$ cat config.mk
export PLATFORM = sky130hd
export DESIGN_NAME = rv32i_control_fsm
export DESIGN_NICKNAME = d
export VERILOG_FILES = /design/src/rtl/rv32i_pkg.sv /design/src/rtl/alu_op_decode.sv /design/src/rtl/rv32i_control_fsm.sv
export SDC_FILE = /design/constraint.sdc
export NUM_CORES = 1
export LEC_CHECK = 0
export CORE_MARGIN = 2
export CORE_UTILIZATION = 44
export CTS_CLUSTER_DIAMETER = 60
export DETAILED_ROUTE_END_ITERATION = 7
export MAX_ROUTING_LAYER = met4
export PLACE_DENSITY = 0.79
export REMOVE_ABC_BUFFERS = 1
export SLEW_MARGIN = 20
export SYNTH_ARGS = -nofsm -noshare
export SYNTH_HDL_FRONTEND = slang
export SYNTH_SLANG_ARGS = --single-unit
$ cat constraint.sdc
create_clock -name clk -period 1.9 [get_ports clk]
set_input_delay 0.38 -clock clk [delete_from_list [all_inputs] [get_ports clk]]
set_output_delay 0.38 -clock clk [all_outputs]
set_load 0.03 [all_outputs]
$ cat src/rtl/rv32i_pkg.sv
// Shared RV32I encodings: ALU operation codes, base opcodes, control states,
// instruction classes and the PC / write-back select values.
package rv32i_pkg;

    typedef enum logic [4:0] {
        ALU_LUI   = 5'd0,
        ALU_AUIPC = 5'd1,
        ALU_ADD   = 5'd2,
        ALU_BEQ   = 5'd3,
        ALU_BNE   = 5'd4,
        ALU_BLT   = 5'd5,
        ALU_BGE   = 5'd6,
        ALU_BLTU  = 5'd7,
        ALU_BGEU  = 5'd8,
        ALU_SLT   = 5'd9,
        ALU_SLTU  = 5'd10,
        ALU_XOR   = 5'd11,
        ALU_OR    = 5'd12,
        ALU_AND   = 5'd13,
        ALU_SLL   = 5'd14,
        ALU_SRL   = 5'd15,
        ALU_SRA   = 5'd16,
        ALU_SUB   = 5'd17,
        ALU_NOP   = 5'd18
    } alu_op_e;

    localparam logic [6:0] OPC_LOAD   = 7'b0000011;
    localparam logic [6:0] OPC_FENCE  = 7'b0001111;
    localparam logic [6:0] OPC_OP_IMM = 7'b0010011;
    localparam logic [6:0] OPC_AUIPC  = 7'b0010111;
    localparam logic [6:0] OPC_STORE  = 7'b0100011;
    localparam logic [6:0] OPC_OP     = 7'b0110011;
    localparam logic [6:0] OPC_LUI    = 7'b0110111;
    localparam logic [6:0] OPC_BRANCH = 7'b1100011;
    localparam logic [6:0] OPC_JALR   = 7'b1100111;
    localparam logic [6:0] OPC_JAL    = 7'b1101111;
    localparam logic [6:0] OPC_SYSTEM = 7'b1110011;

    typedef enum logic [2:0] {
        S_FETCH     = 3'd0,
        S_DECODE    = 3'd1,
        S_EXECUTE   = 3'd2,
        S_MEMORY    = 3'd3,
        S_WRITEBACK = 3'd4,
        S_TRAP      = 3'd5
    } state_e;

    // CL_ALU covers everything that writes alu_out back: OP, OP-IMM, LUI, AUIPC.
    typedef enum logic [2:0] {
        CL_ALU, CL_JUMP, CL_BRANCH, CL_LOAD, CL_STORE, CL_NOP
    } instr_class_e;

    localparam logic [1:0] PC_SEL_SEQ    = 2'd0;
    localparam logic [1:0] PC_SEL_BRANCH = 2'd1;
    localparam logic [1:0] PC_SEL_JUMP   = 2'd2;

    localparam logic [1:0] WB_SEL_ALU  = 2'd0;
    localparam logic [1:0] WB_SEL_LOAD = 2'd1;
    localparam logic [1:0] WB_SEL_LINK = 2'd2;

    // Register and immediate arithmetic share one table; only the register form has SUB.
    function automatic alu_op_e arith_alu_op(input logic [2:0] funct3,
                                             input logic       is_reg,
                                             input logic       funct7_5);
        alu_op_e op;
        case (funct3)
            3'b000:  op = (is_reg && funct7_5) ? ALU_SUB : ALU_ADD;
            3'b001:  op = ALU_SLL;
            3'b010:  op = ALU_SLT;
            3'b011:  op = ALU_SLTU;
            3'b100:  op = ALU_XOR;
            3'b101:  op = funct7_5 ? ALU_SRA : ALU_SRL;
            3'b110:  op = ALU_OR;
            default: op = ALU_AND;
        endcase
        return op;
    endfunction

endpackage

$ cat src/rtl/alu_op_decode.sv
// Combinational RV32I decode: ALU operation, operand selects, instruction class
// and legality from a raw instruction word.
module alu_op_decode
    import rv32i_pkg::*;
(
    input  logic [31:0]  instr,
    output alu_op_e      alu_op,
    output logic         src1_sel,
    output logic         src2_sel,
    output instr_class_e iclass,
    output logic         legal
);

    logic [6:0] opcode;
    logic [2:0] funct3;
    logic       funct7_5;
    logic       unused_bits;

    assign opcode      = instr[6:0];
    assign funct3      = instr[14:12];
    assign funct7_5    = instr[30];
    assign unused_bits = ^{instr[31], instr[29:15], instr[11:7]};

    // NOTE: every output gets a default before the case so no path can infer a latch.
    always_comb begin
        alu_op   = ALU_NOP;
        src1_sel = 1'b0;
        src2_sel = (opcode != OPC_OP);
        iclass   = CL_NOP;
        legal    = 1'b1;
        case (opcode)
            OPC_OP: begin
                alu_op = arith_alu_op(funct3, 1'b1, funct7_5);
                iclass = CL_ALU;
            end
            OPC_OP_IMM: begin
                alu_op = arith_alu_op(funct3, 1'b0, funct7_5);
                iclass = CL_ALU;
            end
            OPC_LUI: begin
                alu_op = ALU_LUI;
                iclass = CL_ALU;
            end
            OPC_AUIPC: begin
                alu_op   = ALU_AUIPC;
                src1_sel = 1'b1;
                iclass   = CL_ALU;
            end
            OPC_JAL: begin
                alu_op   = ALU_ADD;
                src1_sel = 1'b1;
                iclass   = CL_JUMP;
            end
            OPC_JALR: begin
                alu_op = ALU_ADD;
                iclass = CL_JUMP;
            end
            OPC_LOAD: begin
                alu_op = ALU_ADD;
                iclass = CL_LOAD;
            end
            OPC_STORE: begin
                alu_op = ALU_ADD;
                iclass = CL_STORE;
            end
            OPC_BRANCH: begin
                iclass = CL_BRANCH;
                case (funct3)
                    3'b000: alu_op = ALU_BEQ;
                    3'b001: alu_op = ALU_BNE;
                    3'b100: alu_op = ALU_BLT;
                    3'b101: alu_op = ALU_BGE;
                    3'b110: alu_op = ALU_BLTU;
                    3'b111: alu_op = ALU_BGEU;
                    default: begin
                        iclass = CL_NOP;
                        legal  = 1'b0;
                    end
                endcase
            end
            OPC_FENCE, OPC_SYSTEM: iclass = CL_NOP;
            default: legal = 1'b0;
        endcase
    end

endmodule

$ cat src/rtl/rv32i_control_fsm.sv
// Multi-cycle RV32I control unit: FETCH/DECODE/EXECUTE/MEMORY/WRITEBACK sequencing
// with an optional halting TRAP state for illegal instructions.
module rv32i_control_fsm
    import rv32i_pkg::*;
#(
    parameter bit ILLEGAL_HALT = 1'b1
) (
    input  logic        clk,
    input  logic        rst,
    input  logic [31:0] instr,
    input  logic        zero,
    input  logic        mem_ready,
    output logic [4:0]  ALU_op,
    output logic        ir_write,
    output logic        pc_write,
    output logic        reg_write,
    output logic        mem_read,
    output logic        mem_write,
    output logic        imem_req,
    output logic        trap,
    output logic        src1_sel,
    output logic        src2_sel,
    output logic [1:0]  pc_sel,
    output logic [1:0]  wb_sel,
    output logic [2:0]  state
);

    state_e       state_q, state_d;
    logic [31:0]  ir_q, ir_d;
    alu_op_e      alu_op_q, alu_op_d;
    logic         src1_q, src1_d;
    logic         src2_q, src2_d;
    instr_class_e iclass_q, iclass_d;

    alu_op_e      dec_alu_op;
    logic         dec_src1, dec_src2, dec_legal;
    instr_class_e dec_iclass;

    alu_op_decode u_decode (
        .instr    (ir_q),
        .alu_op   (dec_alu_op),
        .src1_sel (dec_src1),
        .src2_sel (dec_src2),
        .iclass   (dec_iclass),
        .legal    (dec_legal)
    );

    always_comb begin
        ir_d     = ir_q;
        alu_op_d = alu_op_q;
        src1_d   = src1_q;
        src2_d   = src2_q;
        iclass_d = iclass_q;
        if (state_q == S_FETCH && mem_ready) begin
            ir_d = instr;
        end
        if (state_q == S_DECODE) begin
            alu_op_d = dec_alu_op;
            src1_d   = dec_src1;
            src2_d   = dec_src2;
            iclass_d = dec_iclass;
        end
    end

    always_comb begin
        state_d   = state_q;
        ir_write  = 1'b0;
        pc_write  = 1'b0;
        reg_write = 1'b0;
        mem_read  = 1'b0;
        mem_write = 1'b0;
        imem_req  = 1'b0;
        trap      = 1'b0;
        pc_sel    = PC_SEL_SEQ;
        wb_sel    = WB_SEL_ALU;
        case (state_q)
            S_FETCH: begin
                // Reset also parks the FSM here, so the fetch outputs stay quiet until rst drops.
                if (!rst) begin
                    imem_req = 1'b1;
                    if (mem_ready) begin
                        ir_write = 1'b1;
                        state_d  = S_DECODE;
                    end
                end
            end
            S_DECODE: begin
                state_d = (!dec_legal && ILLEGAL_HALT) ? S_TRAP : S_EXECUTE;
            end
            S_EXECUTE: begin
                case (iclass_q)
                    CL_BRANCH: begin
                        pc_write = 1'b1;
                        pc_sel   = zero ? PC_SEL_BRANCH : PC_SEL_SEQ;
                        state_d  = S_FETCH;
                    end
                    CL_NOP: begin
                        pc_write = 1'b1;
                        state_d  = S_FETCH;
                    end
                    CL_LOAD, CL_STORE: state_d = S_MEMORY;
                    default:           state_d = S_WRITEBACK;
                endcase
            end
            S_MEMORY: begin
                if (iclass_q == CL_LOAD) begin
                    mem_read = 1'b1;
                    if (mem_ready) state_d = S_WRITEBACK;
                end else begin
                    mem_write = 1'b1;
                    if (mem_ready) begin
                        pc_write = 1'b1;
                        state_d  = S_FETCH;
                    end
                end
            end
            S_WRITEBACK: begin
                reg_write = 1'b1;
                pc_write  = 1'b1;
                if (iclass_q == CL_LOAD) begin
                    wb_sel = WB_SEL_LOAD;
                end else if (iclass_q == CL_JUMP) begin
                    wb_sel = WB_SEL_LINK;
                    pc_sel = PC_SEL_JUMP;
                end
                state_d = S_FETCH;
            end
            S_TRAP: trap = 1'b1;
            default: state_d = S_FETCH;
        endcase
    end

    // NOTE: sequential state uses non-blocking assignments so every flop samples pre-edge values.
    always_ff @(posedge clk or posedge rst) begin
        if (rst) begin
            state_q  <= S_FETCH;
            alu_op_q <= ALU_NOP;
            src1_q   <= 1'b0;
            src2_q   <= 1'b0;
            iclass_q <= CL_NOP;
        end else begin
            state_q  <= state_d;
            alu_op_q <= alu_op_d;
            src1_q   <= src1_d;
            src2_q   <= src2_d;
            iclass_q <= iclass_d;
        end
    end

    // NOTE: the IR is pure datapath, always loaded in FETCH before use, so it carries no reset.
    always_ff @(posedge clk) begin
        ir_q <= ir_d;
    end

    assign ALU_op   = alu_op_q;
    assign src1_sel = src1_q;
    assign src2_sel = src2_q;
    assign state    = state_q;

endmodule
==> impl_metrics.env <==
export IMPL_run_status="finished, violations left"
export IMPL_violations="setup timing"
export IMPL_start_util=0.454
export IMPL_cap_violations=0
export IMPL_critPathRequiredTime_ns=1.52
export IMPL_std_cell_rows=21
export IMPL_fmaxAchievable_mhz=517
export IMPL_finalHoldViolCount=0
export IMPL_antenna_found_initial=0
export IMPL_yosysSeqAreaShare=0.443
export IMPL_wl_mm=3.59
export IMPL_firstDrtPassIters=4
export IMPL_synth_seq_cells=24
export IMPL_yosys_area_share_simple=0.245
export IMPL_synth_edf_count=11
export IMPL_multi_input_area_um2=758
export IMPL_nFillCells=293
export IMPL_setup_viol=1
export IMPL_synth_top_family_by_area="simple AND/OR/NAND/NOR gates"
export IMPL_gp_congestion=0.800
export IMPL_fin_crit_ns=1.93
export IMPL_drt_iter0_drc=102
export IMPL_crit_path_frequent_cell="buf_4"
export IMPL_min_period_over_period=1.02
export IMPL_synth_xor_area_share=0.00587
export IMPL_synthAdderAreaFrac=0
export IMPL_nets=249
export IMPL_clock_latency_ns=0.31
export IMPL_viasPerCell=5.46
export IMPL_io_buffers=35
export IMPL_power_density_nw_per_um2=551
export IMPL_clk_path_buf_depth=2
export IMPL_die_h_um=62.2
export IMPL_synthFlopType="edfxtp_1"
export IMPL_netlist_area_um2=1490
export IMPL_syn_avg_cell_area_um2=9.32
export IMPL_antennaDiodeCount=0
export IMPL_synth_compound_area_share=0.227
export IMPL_drtAntennaViolNets=0
export IMPL_cp_max_fo=4
export IMPL_gr_total_overflow=0
export IMPL_p_leak_nw=0.829
export IMPL_crit_type="reg -> out"
export IMPL_core_um2=3280
export IMPL_ys_async_sr_fraction=0.542
export IMPL_total_power_mw=1.14
export IMPL_syn_to_final_growth_pct=39.3
export IMPL_crit_path_max_incr_delay_ns=0.56
export IMPL_chipWidth_um=62.2
export IMPL_rsz0062_at_grt="yes"
export IMPL_cts_tree="built"
export IMPL_grt_pass1_vias=1267
export IMPL_slew_headroom=0.678
export IMPL_netlist_instances=160
export IMPL_hpwlAfterDp_mm=2.65
export IMPL_synthMuxAreaShare=0
export IMPL_crit_path_start_kind="flop"
export IMPL_reg2reg_depth=5
export IMPL_track_usage=0.188
export IMPL_wl_per_cell_um=13.9
export IMPL_hold_buffers=0
export IMPL_r2r_start="ir_q[3]"
export IMPL_numCtsBuffers=3
export IMPL_layout_drive_gt1_share=0.255
export IMPL_regArea_um2=663
export IMPL_boundaryPins=57
export IMPL_fin_skew_ns=0.00648
export IMPL_regToRegSetupSlack_ns=0.16
export IMPL_worstPathCellList="buf_4 > nand3b_1 > a21oi_1 > a311oi_1 > o21ai_1 > buf_4"
export IMPL_grt_pass1_wl_mm=5.77
export IMPL_hp_class="in -> async"
export IMPL_maxSlewViolCount=0
export IMPL_fin_ws_ns=-0.0350
export IMPL_ir_worst_vdd_v=0.000362
export IMPL_synth_cell_types=50
export IMPL_cpMaxStageDelayCell="dfstp_2"
export IMPL_endpoint_kind="output port"
export IMPL_worst_pin_slew_ns=0.479
export IMPL_num_vias=1408
export IMPL_ys_warn_count=0
export IMPL_cts_sinks=24
export IMPL_pre_cts_ws_ns=-0.0403
export IMPL_drc=0
export IMPL_htree_num_levels=1
export IMPL_r2r_end="ALU_op[1]"
export IMPL_path_clk_slew_ns=0.13
export IMPL_grt_max_degree=18
export IMPL_root_buffer="clkbuf_4"
export IMPL_cp_arrival_ns=1.55
export IMPL_die_area_um2=3870
export IMPL_hold_slack_ns=0.429
-- state kept, by name, indices dropped and copies added, names as in the netlist --
signal,flops
ALU_op,5
iclass_q,3
ir_q,11
src1_sel,1
src2_sel,1
state,3
-- power breakdown --
| part | switching, mW | internal (mW) |
|---|---|---|
| registers | 0.0298 | 0.607 |
| logic | 0.142 | 0.134 |
| clock network | 0.150 | 0.0818 |
-- cell usage in the layout, fill, tap and decap left out, types with 2 or more instances in the layout --
cell type,instances
nand3_1,5
nand2b_1,4
edfxtp_1,11
buf_4,29
dfstp_2,4
buf_12,2
o21bai_1,3
a2111o_1,2
o21ai_0,7
inv_1,6
a21boi_0,2
nand2_1,15
dlygate4sd2_1,5
o21ai_1,2
nor2b_1,4
a21oi_1,13
o2111ai_1,2
dfrtp_1,7
nand3b_1,5
nor4_1,2
a32o_1,2
a211oi_1,2
buf_6,4
nor2_1,10
dfrtp_2,2
nor3_1,6
clkdlybuf4s50_1,20
and3_1,2
clkbuf_4,3
and2b_1,2
o22ai_1,2
-- area by class of cell --
type,count,area share
tap,46,0.0277
inverter,7,0.0126
multi-input combinational,117,0.365
sequential,24,0.319
timing repair buffer,60,0.263
clock buffer,4,0.0126
-- cells in the mapped netlist, types with 4 or more instances --
cell type / number / area [µm²]
nor2b_1: 5 / 31.3
a21oi_1: 13 / 65.1
dfrtp_1: 9 / 225
dfstp_2: 4 / 105
o21ai_0: 8 / 40.0
nor2_1: 10 / 37.5
clkbuf_1: 5 / 18.8
edfxtp_1: 11 / 330
nand2b_1: 5 / 31.3
nor3_1: 7 / 35.0
nand3b_1: 5 / 37.5
inv_1: 7 / 26.3
nand3_1: 5 / 25.0
nand2_1: 15 / 56.3
-- what timing repair did --
| item | CTS | global route |
|---|---|---|
| pin swaps | 2 | 2 |
| setup buffers | 4 | 8 |
| cloned | 0 | 0 |
| resized for setup | 11 | 10 |
| setup endpoints to repair | 7 | 11 |
-- critical path, delay by kind of cell (launching register included) --
| family | cells | cell delay, ns |
|---|---|---|
| compound gates | 3 | 0.33 |
| flops | 1 | 0.56 |
| buf+inv | 2 | 0.29 |
| simple gates | 1 | 0.07 |
-- per-layer routing --
layer  GRT usage  up-vias  routed length [µm]
li1            -      697                   -
met1       0.228      656                1560
met2       0.332       49                1840
met3      0.0217        6                 153
met4      0.0528        0                  38
met5           -        -                   0
-- cell families (layout without fill, tap and decap cells) --
family	Yosys count	count (layout)
simple gates	67	67
compound gates	49	49
flops	24	24
buf+inv	19	71
xor+xnor	1	1
-- through the flow --
step	TNS, ns	util	area [µm²]	cells
2_1_floorplan	-0.817	-	1400	148
6_report	-0.0350	0.633	2080	258
3_5_place_dp	-0.0403	0.576	1890	242
3_3_place_gp	-0.0376	0.576	1890	242
5_1_grt	-0.386	0.633	2080	258
4_1_cts	-0.0330	0.595	1960	250
-- how the worst max path moves through the flow --
stage | startpoint | to | slack [ns] | cells past startpoint
global route | iclass_q[0] | pc_write | -0.11 | 5
detailed placement | mem_ready | pc_write | -0.04 | 6
CTS | state[0] | pc_write | -0.03 | 6
global placement | mem_ready | pc_write | -0.04 | 6
finish | iclass_q[2] | pc_write | -0.03 | 6
floorplan | state[2] | pc_sel[0] | -0.32 | 2
No activity file was read; power rests on OpenSTA's default activity.
